**src/rtl/pc_sequencer.sv**
```systemverilog
// Program-counter sequencer: FETCH / DECODE / EXEC control with a small return-address stack.
// Every output except ir_load is a register loaded from the next-state decode.
module pc_sequencer #(
   parameter int unsigned ADDR_W      = 11,
   parameter int unsigned STACK_DEPTH = 4
) (
   input  logic              clk,
   input  logic              reset,
   input  logic              run,
   output logic              imem_req,
   input  logic              imem_ack,
   output logic              ir_load,
   input  logic [2:0]        op,
   input  logic [ADDR_W-1:0] target,
   input  logic              zero_flag,
   input  logic [ADDR_W-1:0] pc_value,
   output logic              pc_inc,
   output logic              pc_load,
   output logic [ADDR_W-1:0] pc_load_addr,
   output logic              exec_en,
   output logic              halted,
   output logic              stack_err
);

   localparam int unsigned IDX_W = $clog2(STACK_DEPTH);
   localparam int unsigned PTR_W = IDX_W + 1;

   localparam logic [2:0] OP_JMP  = 3'b001;
   localparam logic [2:0] OP_BRZ  = 3'b010;
   localparam logic [2:0] OP_CALL = 3'b011;
   localparam logic [2:0] OP_RET  = 3'b100;
   localparam logic [2:0] OP_HALT = 3'b101;

   typedef enum logic [2:0] {
      S_IDLE,
      S_FETCH,
      S_DECODE,
      S_EXEC,
      S_HALTED
   } state_t;

   state_t            state;
   state_t            state_d;
   logic [2:0]        op_q;
   logic [ADDR_W-1:0] pc_q;
   logic [PTR_W-1:0]  count;
   logic [ADDR_W-1:0] stack_mem [STACK_DEPTH];

   logic              stack_full;
   logic              stack_empty;
   logic [ADDR_W-1:0] stack_top;
   logic              pc_inc_d;
   logic              pc_load_d;
   logic [ADDR_W-1:0] load_addr_d;
   logic              do_push;
   logic              do_pop;
   logic              err_set;

   assign stack_full  = (count == PTR_W'(STACK_DEPTH));
   assign stack_empty = (count == '0);
   assign stack_top   = stack_mem[IDX_W'(count - PTR_W'(1))];

   // Instruction-register strobe follows the memory ack while fetching.
   assign ir_load = (state == S_FETCH) && imem_ack;

   // Next state, plus the PC command that EXEC will present (resolved while in DECODE).
   always_comb begin
      state_d     = state;
      pc_inc_d    = 1'b0;
      pc_load_d   = 1'b0;
      load_addr_d = '0;
      do_push     = 1'b0;
      do_pop      = 1'b0;
      err_set     = 1'b0;
      unique case (state)
         S_IDLE: begin
            if (run) state_d = S_FETCH;
         end
         S_FETCH: begin
            if (imem_ack) state_d = S_DECODE;
         end
         S_DECODE: begin
            state_d = S_EXEC;
            case (op)
               OP_JMP: begin
                  pc_load_d   = 1'b1;
                  load_addr_d = target;
               end
               OP_BRZ: begin
                  if (zero_flag) begin
                     pc_load_d   = 1'b1;
                     load_addr_d = target;
                  end else begin
                     pc_inc_d = 1'b1;
                  end
               end
               OP_CALL: begin
                  if (!stack_full) begin
                     pc_load_d   = 1'b1;
                     load_addr_d = target;
                  end
               end
               OP_RET: begin
                  if (!stack_empty) begin
                     pc_load_d   = 1'b1;
                     load_addr_d = stack_top;
                  end
               end
               OP_HALT: begin
               end
               default: pc_inc_d = 1'b1;
            endcase
         end
         S_EXEC: begin
            state_d = S_FETCH;
            case (op_q)
               OP_CALL: begin
                  if (stack_full) begin
                     err_set = 1'b1;
                     state_d = S_HALTED;
                  end else begin
                     do_push = 1'b1;
                  end
               end
               OP_RET: begin
                  if (stack_empty) begin
                     err_set = 1'b1;
                     state_d = S_HALTED;
                  end else begin
                     do_pop = 1'b1;
                  end
               end
               OP_HALT: state_d = S_HALTED;
               default: begin
               end
            endcase
         end
         S_HALTED: begin
         end
         default: state_d = S_IDLE;
      endcase
   end

   always_ff @(posedge clk or posedge reset) begin
      if (reset) state <= S_IDLE;
      else       state <= state_d;
   end

   // Registered outputs and decode/stack bookkeeping.
   always_ff @(posedge clk or posedge reset) begin
      if (reset) begin
         imem_req     <= 1'b0;
         exec_en      <= 1'b0;
         halted       <= 1'b0;
         pc_inc       <= 1'b0;
         pc_load      <= 1'b0;
         pc_load_addr <= '0;
         stack_err    <= 1'b0;
         op_q         <= '0;
         pc_q         <= '0;
         count        <= '0;
      end else begin
         imem_req     <= (state_d == S_FETCH);
         exec_en      <= (state_d == S_EXEC);
         halted       <= (state_d == S_HALTED);
         pc_inc       <= pc_inc_d;
         pc_load      <= pc_load_d;
         pc_load_addr <= load_addr_d;
         if (err_set) stack_err <= 1'b1;
         if (state == S_DECODE) begin
            op_q <= op;
            pc_q <= pc_value;
         end
         if (do_push)     count <= count + PTR_W'(1);
         else if (do_pop) count <= count - PTR_W'(1);
      end
   end

   // Return addresses wrap modulo 2^ADDR_W.
   always_ff @(posedge clk) begin
      if (do_push) stack_mem[count[IDX_W-1:0]] <= pc_q + ADDR_W'(1);
   end

endmodule

```
**config.mk**
```make
export PLATFORM = sky130hd
export DESIGN_NAME = pc_sequencer
export DESIGN_NICKNAME = d
export VERILOG_FILES = /design/src/rtl/pc_sequencer.sv
export SDC_FILE = /design/constraint.sdc
export NUM_CORES = 1
export LEC_CHECK = 0
export ABC_AREA = 0
export ABC_CLOCK_PERIOD_IN_PS = 2500
export CAP_MARGIN = 20
export CORE_ASPECT_RATIO = 2
export CORE_MARGIN = 1.5
export CORE_UTILIZATION = 40
export DETAILED_ROUTE_END_ITERATION = 7
export GPL_ROUTABILITY_DRIVEN = 0
export SYNTH_ARGS = -nofsm -noshare
export SYNTH_HDL_FRONTEND = slang
export SYNTH_SLANG_ARGS = --single-unit
```
**constraint.sdc**
```tcl
create_clock -name clk -period 2.5 [get_ports clk]
set_input_delay 0.375 -clock clk [delete_from_list [all_inputs] [get_ports clk]]
set_output_delay 0.375 -clock clk [all_outputs]
set_load 0.02 [all_outputs]
```
# Word level (Yosys, flattened, before mapping)
# Memories as Yosys holds them, arrays and structs flattened.
# Cells that the tools add are included.
[op_classes]
n_addsub = 3
n_eq_ne = 16
muxes = 31
n_reduce_logical = 5
[op_table]
columns = ["cell", "count"]
rows = [
  ["11-bit 2-to-1 mux", 4],
  ["11-bit case mux with 4 select lines", 1],
  ["3-bit == test (second input constant)", 7],
  ["3-bit by 2-bit == test with 1-bit output (second input constant)", 6],
  ["3-bit 2-to-1 mux", 6],
  ["1-bit 2-to-1 mux", 15],
  ["3-bit case mux with 5 select lines", 1],
  ["11-bit by 1-bit adder with 11-bit output (second input constant)", 1],
  ["3-bit by 1-bit == test with 1-bit output (second input constant)", 3],
  ["3-bit case mux with 3 select lines", 1],
  ["3-bit zero test", 2],
  ["1-bit case mux with 2 select lines", 2],
  ["1-bit case mux with 4 select lines", 1],
  ["4-bit OR reduction", 1],
  ["3-bit by 1-bit adder with 3-bit output (second input constant)", 1],
  ["3-bit by 1-bit subtractor with 3-bit output (second input constant)", 1],
  ["2-bit nonzero test", 1],
  ["1-bit logical AND", 1],
]
[word_totals]
ff_bits = 37
mem_bits_rw = 44
output_inout_bits = 18
wordCells = 67
mem_count = 1
[mem_list]
columns = ["name", "depth", "word_bits", "rd", "rd_clocked_by_memory_dff", "write_ports", "line", "rtl"]
rows = [
  ["stack_mem", 4, 11, 1, 0, 1, "47", "logic [ADDR_W-1:0] stack_mem [STACK_DEPTH];"],
]

# Depth between registers and ports, before layout
# Gate-level depths: netlist of run 1.
[depth]
word_depth = 6
mapped_depth = 8
ltp_nobuf = 6

# Worst setup path after synthesis of run 1
# OpenSTA, ideal clock, no wires.
[synth_timing]
path_kind = "flip-flop to flip-flop"
startpoint = "reg count[0]"
endpoint = "reg pc_load_addr[1]"
setup_ns = 0.121
arrival_ns = 1.980
path_slack_ns = 0.398
stages_incl_launch_ff = 8
n_path_buf = 2
path_cell_list = "dfrtp_1 buf_4 inv_1 ha_1 clkbuf_1 mux4_2 a22oi_1 nor2_1"
[synth_between]
elab_chain_cells = 5
elab_cells_between_ends = 8
cone_classes = "add/sub (1); eq/ne (1); mux (4); reduce/logical (1); memory (1)"
[synth_rtl]
columns = ["item", "line", "rtl"]
rows = [
  ["start: declaration", "46", "logic [PTR_W-1:0] count;"],
  ["start signal: assignment", "174", "if (do_push) count <= count + PTR_W'(1);"],
  ["start signal: assignment", "175", "else if (do_pop) count <= count - PTR_W'(1);"],
  ["3-bit by 1-bit subtractor with 3-bit output", "--", ""],
  ["memory 4 x 11 bit", "--", ""],
  ["11-bit 2-to-1 mux", "104", "if (!stack_empty) begin"],
  ["11-bit case mux with 4 select lines (*)", "84", "case (op)"],
  ["11-bit 2-to-1 mux (*)", "75", "unique case (state)"],
  ["net load_addr_d[1]", "54", "logic [ADDR_W-1:0] load_addr_d;"],
  ["end signal: assignment", "168", "pc_load_addr <= load_addr_d;"],
  ["end: declaration", "19", "output logic [ADDR_W-1:0] pc_load_addr,"],
]
# Mark *: on every way through the listed nets, which the timed path passes. The rest lies on a longest branch.
# A chain may end at the register's enable or synchronous reset.

# Final worst setup path of run 1
[layout_timing]
startpoint = "reg state[1]"
endpoint = "out ir_load"
[layout_between]
elab_chain_cells = 2
[layout_rtl]
columns = ["item", "line", "rtl"]
rows = [
  ["start: declaration", "42", "state_t state;"],
  ["start signal: assignment", "146", "else state <= state_d;"],
  ["3-bit by 1-bit == test with 1-bit output", "64", "assign ir_load = (state == S_FETCH) && imem_ack;"],
  ["1-bit logical AND", "64", ""],
  ["end: declaration", "12", "output logic ir_load,"],
]
# Every way passes these cells.

==> metrics, run 1 <==
status=completed; category of the most critical setup path=reg -> out; unrepaired setup endpoints after global routing=false; Final period util=82.85%; highest-delay cell along the critical path=clkdlybuf4s50_1; largest net degree at the start of global routing=38; number of global-route vias before repair=2058; Pins Over Slew Limit=0; total of max-cap violations=0; CP Max Fanout=9; Area Overhead vs Synth=24.96%; WL per Instance=16.08 µm; delay of the slowest cell on the worst path=0.60 ns; Mapped Avg Cell Area=15.10 µm²; CTS sink cnt=81; Critical Path Sink Type=output pin; Die Wd=68.46 µm; Die Y-Extent=133.9 µm; worst-case clock skew=0.008388 ns; count leader, synth=edfxtp_1; Peak Freq=0.4828 GHz; top cells by count, synth=edfxtp_1 (44), dfrtp_1 (37), nor2_1 (19), a22oi_1 (11), mux4_2 (11); WHS=0.4515 ns; Core Util, Final=51.67%; Final Net Count=318; register bit total from synthesis=81; synthesized instance count=227; largest cells by area after synthesis=edfxtp_1 (39%), dfrtp_1 (27%), mux4_2 (7.2%); Initial Util=41.35%; Worst Path Arrival=1.70 ns; clock latency on the worst-skew pair=0.33 ns; CTS Buffer Depth=2; # resized after CTS=0; Yosys top cell area share=38.54%; Vias=1987; Mapped Area=3428 µm²; Worst-Margin Slew=0.5793 ns; Filler Cell Count=701; Slew HR=61.38%; Setup Fix Bufs, Post-CTS=0; pwr dens=1031 nW/µm²; DP Wirelength=4.318 mm; Core ar.=8292 µm²; ys async rst share=45.68%; CTS Root Cell=clkbuf_16; Residual DRC=0; DR iter-0 viols=96; hold crit path type=in -> async; CP Cell Sequence=nand3b_1, nor2_1, clkdlybuf4s50_1; port bufs=47; WL final=6.189 mm; Leakage=0.001616 µW; Antenna Nets Post-Route=0; Multi-input gate area=1111 µm²; CP delay by family, top=buffers and inverters; DRT Pass-1 Iters=4; die area=9169 µm²; register area share after synthesis=65.55%; share of cells above drive strength 1=14.63%; CP Launch Type=flip-flop; critical path buffer and inverter count=1; top_reg_cell synth=edfxtp_1; Post-CTS Hold Fix Bufs=0; first-pass GRT wire length=9.949 mm; clock transition at the registers of the reported paths=0.06 ns; row cnt=47; TritonCTS clock tree=built; n_diodes=0; number of flops mapped to enable cells by yosys=44; Boundary Pins=48; Overflow after GRT=0; DR vias/cell=5.161; GR Util All Layers=15.12%; Num CTS Buffers=9; post-layout minimum cycle time=2.071 ns; Synth Warn #=0; Syn Nets=263; FF+latch area=2247 µm²; setup violators final=0; initial antenna violation count=0; Unique masters post-synth=38; largest area contributor in the netlist=edfxtp_1; TNS Setup=0 ns; maximum VDD drop=0.5988 mV; count of final hold-check violations=0; H-tree depth=3; power consumption=4416 µW; WP data required=2.12 ns
[worst register-to-register path: cells and delay by family, from the launching register on]
family	cells	cell delay (ns)
buffers and inverters	1	0.10
AND/OR/NAND/NOR	3	0.90
flip-flops	1	0.38
adder cells (fa/ha/maj)	1	0.26
[cell usage in the layout (no fill, tap or decap), types with 2 or more instances in the layout]
cell type / n
and4_1: 2
nor2b_1: 3
o21ai_0: 8
clkdlybuf4s50_1: 47
a22oi_1: 11
dfrtp_1: 37
nand3_1: 5
nor2_1: 19
clkbuf_16: 9
and2_1: 4
a22o_1: 2
and3_1: 7
ha_1: 6
edfxtp_1: 44
xnor2_1: 10
nand2b_1: 3
mux2_1: 6
buf_4: 7
clkinvlp_4: 2
inv_1: 4
nand2_1: 5
mux2_2: 7
xor2_1: 2
a21oi_1: 7
mux4_2: 11
nand3b_1: 2
and3b_1: 2
clkbuf_1: 3
[report_power, final]
group	leakage, µW	switching (µW)	internal (µW)
Clock	0.000123	501	674
Sequential	0.000867	185	1760
Combinational	0.000626	640	651
[final cells by class]
type | count | share of cell area, %
Multi-Input combinational cell | 132 | 25.93
Tap cell | 98 | 2.862
Clock inverter | 4 | 0.6717
Inverter | 4 | 0.3505
Timing Repair Buffer | 54 | 12.21
Clock buffer | 12 | 5.520
Sequential cell | 81 | 52.45
[per-layer routing]
layer	routed length [µm]	GRT usage [%]
met1	2389	16.31
met2	3409	26.12
met3	253	4.362
met4	137	6.889
met5	0	0
[sequential cells by signal, summed over array words and instances (netlist names)]
name and count:
pc_inc 1, op_q 3, pc_load 1, halted 1, stack_mem 44, count 3
state 3, pc_load_addr 11, stack_err 1, exec_en 1, pc_q 11, imem_req 1
[stage by stage]
stage	area [µm²]	std cells	setup WS (ns)
floorplan	3428	227	0.3984
global placement	4019	369	0.4755
detailed placement	4019	369	0.4598
CTS	4284	385	0.4018
global route	4284	385	0.3216
finish	4284	385	0.4288
[logic make-up after synthesis]
kind of cell,Yosys count,synth area share (%)
flops,81,65.55
simple gates,57,9.270
compound gates,32,6.095
mux,25,11.79
buf+inv,14,2.044
xor+xnor,12,3.066
fa+ha+maj,6,2.190
[worst paths after layout]
check,start,to,slack [ns],cells past startpoint
max,state[1],ir_load,0.43,3
min,reset,pc_load_addr[4],0.45,3
max reg2reg,count[1],stack_mem[0][8],0.48,5
min reg2reg,stack_err,stack_err,0.48,1
max in group asynchronous,reset,pc_inc,1.70,3
min in group clk,stack_err,stack_err,0.48,1
No activity file was read; power rests on OpenSTA's default activity.
==> run 2, diff against run 1 <==
--- a/config.mk
+++ b/config.mk
@@ -6,7 +6,7 @@
 export NUM_CORES = 1
 export LEC_CHECK = 0
 export ABC_AREA = 0
-export ABC_CLOCK_PERIOD_IN_PS = 2500
+export ABC_CLOCK_PERIOD_IN_PS = 1800
 export CAP_MARGIN = 20
 export CORE_ASPECT_RATIO = 2
 export CORE_MARGIN = 1.5
==> constraint.sdc (replaced) <==
create_clock -name clk -period 1.8 [get_ports clk]
set_input_delay 0.27 -clock clk [delete_from_list [all_inputs] [get_ports clk]]
set_output_delay 0.27 -clock clk [all_outputs]
set_load 0.02 [all_outputs]
==> metrics, run 2 (same netlist as run 1, synthesis figures left out) <==
status=completed (unchanged); WP data required=1.90 ns (was 2.12 ns); Num CTS Buffers=9 (unchanged); Boundary Pins=48 (unchanged); Setup Fix Bufs, Post-CTS=0 (unchanged); Pins Over Slew Limit=0 (unchanged); commonest non-fill, non-tap cell in the layout=clkdlybuf4s50_1 (unchanged); Residual DRC=0 (unchanged); Antenna Nets Post-Route=0 (unchanged); GR Util All Layers=15.51% (was 15.12%); initial antenna violation count=0 (unchanged); Final Net Count=333 (was 318); post-layout minimum cycle time=1.690 ns; count of final hold-check violations=0 (unchanged); maximum VDD drop=0.8108 mV (was 0.5988 mV); switching share of power=29.61% (was 30.05%); Reg power frac=42.5% (was 44.1%); largest net degree at the start of global routing=19 (was 38); clock group share of total power=25.3% (was 26.6%); Final period util=93.87%; Core ar.=8292 µm² (unchanged); Leakage=0.001733 µW (was 0.001616 µW); P_int=4477 µW (was 3089 µW); CP Launch Type=flip-flop (unchanged); Critical Path Sink Type=flip-flop (was output pin); H-tree depth=3 (unchanged); CP Max Fanout=11 (was 9); max reg flops=44 (unchanged); row cnt=47 (unchanged); FF+latch area=2248 µm² (was 2247 µm²); Peak Freq=0.5919 GHz; Filler Cell Count=685 (was 701); WL per Instance=15.74 µm (was 16.08 µm); clock latency on the worst-skew pair=0.33 ns (about the same); unrepaired setup endpoints after global routing=false (unchanged); net load switching power=1883 µW (was 1327 µW); Die Wd=68.46 µm (unchanged); Core Util, Final=54.46% (was 51.67%); setup violators final=0 (unchanged); port bufs=47 (unchanged); Vias=2041 (was 1987); Die Y-Extent=133.9 µm (unchanged); most frequent cells in the layout=clkdlybuf4s50_1 (46), edfxtp_1 (44), dfrtp_1 (36) (was clkdlybuf4s50_1 (47), edfxtp_1 (44), dfrtp_1 (37)); WHS=0.2713 ns (was 0.4515 ns); clock transition at the registers of the reported paths=0.06 ns (about the same); share of cells above drive strength 1=20.86% (was 14.63%); DRT Pass-1 Iters=4 (unchanged); Multi-input gate area=1119 µm² (was 1111 µm²); CTS Buffer Depth=2 (unchanged); Initial Util=41.35% (unchanged); Worst Path Arrival=1.79 ns (was 1.70 ns); DR vias/cell=5.103 (was 5.161); die area=9169 µm² (unchanged); n_diodes=0 (unchanged); total of max-cap violations=0 (unchanged); Slew HR=64.90% (was 61.38%); category of the most critical setup path=reg -> reg (was reg -> out); Worst-Margin Slew=0.5258 ns (was 0.5793 ns); first-pass GRT wire length=10.10 mm (was 9.949 mm); flop2flop setup slack=0.11 ns (was 0.48 ns); worst-case clock skew=0.006197 ns (was 0.008388 ns); CTS Root Cell=clkbuf_16 (unchanged); combinational fraction of design power=32.2% (was 29.2%); DP Wirelength=4.622 mm (was 4.318 mm); Area Overhead vs Synth=31.72% (was 24.96%); TritonCTS clock tree=built (unchanged); hold crit path type=in -> async (unchanged); WL final=6.296 mm (was 6.189 mm); number of global-route vias before repair=2089 (was 2058); CTS sink cnt=81 (unchanged); pwr dens=1409 nW/µm² (was 1031 nW/µm²); DR iter-0 viols=125 (was 96); Overflow after GRT=0 (unchanged)
run 2: cell count changes in the layout (fill, tap and decap cells not counted), sizes merged:
cell,before,now
dlygate4sd2,0,1
clkdlybuf4s50,47,46
clkinv,1,3
buf,7,22
clkinvlp,2,0
run 2: area by class of cell:
type / instances / share of cell area [%]
Tap cell: 98 / 2.715
Clock buffer: 12 / 5.237
Timing Repair Buffer: 69 / 16.54
Clock inverter: 4 / 0.6096
Multi-Input combinational cell: 132 / 24.77
Sequential cell: 81 / 49.79
Inverter: 4 / 0.3325
run 2: path summary, 6_finish.rpt:
check                               start         endpoint  cells after the start
min in group clk                stack_err        stack_err                      1
max in group asynchronous           reset         pc_q[10]                      3
worst max register to register   count[0]  stack_mem[1][1]                      6
worst min register to register  stack_err        stack_err                      1
worst max-delay path             count[0]  stack_mem[1][1]                      6
worst min-delay path                reset  pc_load_addr[1]                      2
run 2: what timing repair did:
item | CTS | global route
resized for setup | 1 | 1
hold buffers | 0 | 0
endpoints found under the setup margin | 1 | 45
pin swaps | 0 | 1
run 2: routing by layer:
metal  track usage [%]  up-vias  wire (µm)
met5                 0        -          0
met4             7.000        0        114
met3             3.775        7        231
met2             26.82       43       3521
met1             17.20     1005       2429
li1                  -      986          -
run 2: per-stage QoR:
stage	power, µW	instances	TNS, ns	setup WS, ns	instance area (µm²)
floorplan	4079	227	-0.1527	-0.003476	3455
global placement	4753	384	-0.01326	-0.01326	4250
detailed placement	4808	384	-0.01171	-0.01171	4250
CTS	6432	400	0	0.07459	4513
global route	6717	400	0	0.01337	4516
finish	6360	400	0	0.1104	4516
run 2: power groups by stage:
stage          combinational, µW  sequential [µW]  clock, µW
2_1_floorplan               1330             2750          0
3_3_place_gp                2030             2730          0
3_5_place_dp                2070             2740          0
4_1_cts                     2070             2700       1660
5_1_grt                     2240             2760       1720
6_report                    2050             2700       1610
run 2: critical path: stages, from the launching register on:
cell     delay (ns)
dfrtp_2        0.40
inv_1          0.11
ha_2           0.23
nand2_1        0.10
and3_1         0.24
and2_2         0.23
buf_12         0.15
==> run 3, diff against run 2 <==
--- a/config.mk
+++ b/config.mk
@@ -13,6 +13,7 @@
 export CORE_UTILIZATION = 40
 export DETAILED_ROUTE_END_ITERATION = 7
 export GPL_ROUTABILITY_DRIVEN = 0
+export REMOVE_ABC_BUFFERS = 1
 export SYNTH_ARGS = -nofsm -noshare
 export SYNTH_HDL_FRONTEND = slang
 export SYNTH_SLANG_ARGS = --single-unit
==> metrics, run 3 (same netlist as run 1, synthesis figures left out) <==
flop2flop setup slack=0.07 ns (was 0.11 ns); Vias=2005 (was 2041); WL final=6.051 mm (was 6.296 mm); DR iter-0 viols=52 (was 125); Die Y-Extent=133.9 µm (unchanged); RR Startpoint=count[0] (unchanged); Initial Util=41.35% (unchanged); TritonCTS clock tree=built (unchanged); CTS sink cnt=81 (unchanged); die area=9169 µm² (unchanged); Overflow after GRT=0 (unchanged); combinational fraction of design power=30.7% (was 32.2%); Worst Path Arrival=1.82 ns (was 1.79 ns); hold crit path type=in -> async (unchanged); CTS Buffer Depth=2 (unchanged); WP data required=1.89 ns (was 1.90 ns); Post-CTS Hold Fix Bufs=0 (unchanged); clock latency on the worst-skew pair=0.33 ns (about the same); Worst-Margin Slew=0.5086 ns (was 0.5258 ns); category of the most critical setup path=reg -> reg (unchanged); Critical Path Sink Type=flip-flop (unchanged); Residual DRC=0 (unchanged); Final Cell Area=4458 µm² (was 4516 µm²); Peak Freq=0.5796 GHz (was 0.5919 GHz); post-placement cell area=4169 µm² (was 4250 µm²); max reg flops=44 (unchanged); Core ar.=8292 µm² (unchanged); CP Max Fanout=11 (unchanged); status=completed (unchanged); maximum VDD drop=0.7002 mV (was 0.8108 mV); # resized after CTS=1 (unchanged); H-tree depth=3 (unchanged); worst-case clock skew=0.004035 ns (was 0.006197 ns); Reg power frac=41.9% (was 42.5%); switching share of power=28.81% (was 29.61%); clock group share of total power=27.4% (was 25.3%); P_int=4576 µW (was 4477 µW); Slew HR=66.09% (was 64.90%); Core Util, Final=53.76% (was 54.46%); Leakage=0.001697 µW (was 0.001733 µW); count of final hold-check violations=0 (unchanged); n_diodes=0 (unchanged); DR vias/cell=5.076 (was 5.103); port bufs=47 (unchanged); Die Wd=68.46 µm (unchanged); Num CTS Buffers=9 (unchanged); initial antenna violation count=0 (unchanged); first-pass GRT wire length=9.991 mm (was 10.10 mm); Boundary Pins=48 (unchanged); pwr dens=1442 nW/µm² (was 1409 nW/µm²); WHS=0.3664 ns (was 0.2713 ns); Setup Fix Bufs, Post-CTS=0 (unchanged); Pins Over Slew Limit=0 (unchanged); WL per Instance=15.32 µm (was 15.74 µm); Area Overhead vs Synth=30.04% (was 31.72%); setup violators final=0 (unchanged); CP Launch Type=flip-flop (unchanged); commonest non-fill, non-tap cell in the layout=clkdlybuf4s50_1 (unchanged); Antenna Nets Post-Route=0 (unchanged); CTS Root Cell=clkbuf_16 (unchanged); DP Wirelength=4.274 mm (was 4.622 mm); most frequent cells in the layout=clkdlybuf4s50_1 (46), edfxtp_1 (44), dfrtp_1 (37) (was clkdlybuf4s50_1 (46), edfxtp_1 (44), dfrtp_1 (36)); Final period util=95.85% (was 93.87%); Final Net Count=328 (was 333); r2r worst-path depth=6 (unchanged); number of global-route vias before repair=2054 (was 2089); RR Endpoint=stack_mem[2][9] (was stack_mem[1][1]); row cnt=47 (unchanged); share of cells above drive strength 1=17.51% (was 20.86%); post-layout minimum cycle time=1.725 ns (was 1.690 ns); total of max-cap violations=0 (unchanged); DRT Pass-1 Iters=4 (unchanged); net load switching power=1852 µW (was 1883 µW); unrepaired setup endpoints after global routing=false (unchanged); clock transition at the registers of the reported paths=0.06 ns (about the same); largest net degree at the start of global routing=38 (was 19); GR Util All Layers=15.29% (was 15.51%)
## run 3: stage by stage
| step | total power, µW | worst slack (ns) | cells | TNS, ns |
|---|---|---|---|---|
| after floorplan | 3955 | -0.6429 | 217 | -26.53 |
| after global placement | 4697 | -0.001730 | 379 | -0.001730 |
| after detailed placement | 4732 | -0.005926 | 379 | -0.005926 |
| after CTS | 6510 | 0.07749 | 395 | 0 |
| after global routing | 6822 | 0.001614 | 395 | 0 |
| final | 6428 | 0.07472 | 395 | 0 |
## run 3: routing by layer
layer	GRT usage (%)	share of wire, %	vias up
li1	-	-	972
met1	17.05	38	976
met2	25.80	56	45
met3	4.195	3.9	12
met4	7.444	2.6	0
met5	0	0	-
## run 3: how the worst max path moves through the flow
stage               slack [ns]  depth (start not counted)         endpoint     start
global route             0.002                          7         count[2]  count[0]
floorplan                -0.64                          6  pc_load_addr[0]  count[0]
global placement        -0.002                          4          ir_load  imem_ack
finish                    0.07                          6  stack_mem[2][9]  count[0]
detailed placement      -0.006                          4          ir_load  imem_ack
CTS                       0.08                          6  stack_mem[2][9]  count[0]
## run 3: worst max-delay path, stage by stage (launching register included)
cell and delay [ns]:
dfrtp_1 0.38, inv_1 0.11, ha_1 0.31, nand2_1 0.10
and3_1 0.23, and2_1 0.21, buf_12 0.16
## run 3: area by class of cell
type	count	area [µm²]
Sequential cell	81	2247
Tap cell	98	122.6
Clock inverter	4	53.80
Multi-Input combinational cell	132	1111
Clock buffer	12	236.5
Inverter	4	15.01
Timing Repair Buffer	64	671.9
Fill cell	693	3834
## run 3: power groups by stage
stage / logic (µW) / clock network, µW / registers, µW
CTS: 2010 / 1810 / 2690
global route: 2200 / 1890 / 2740
floorplan: 1130 / 0 / 2820
finish: 1980 / 1760 / 2690
detailed placement: 2000 / 0 / 2730
global placement: 1980 / 0 / 2720
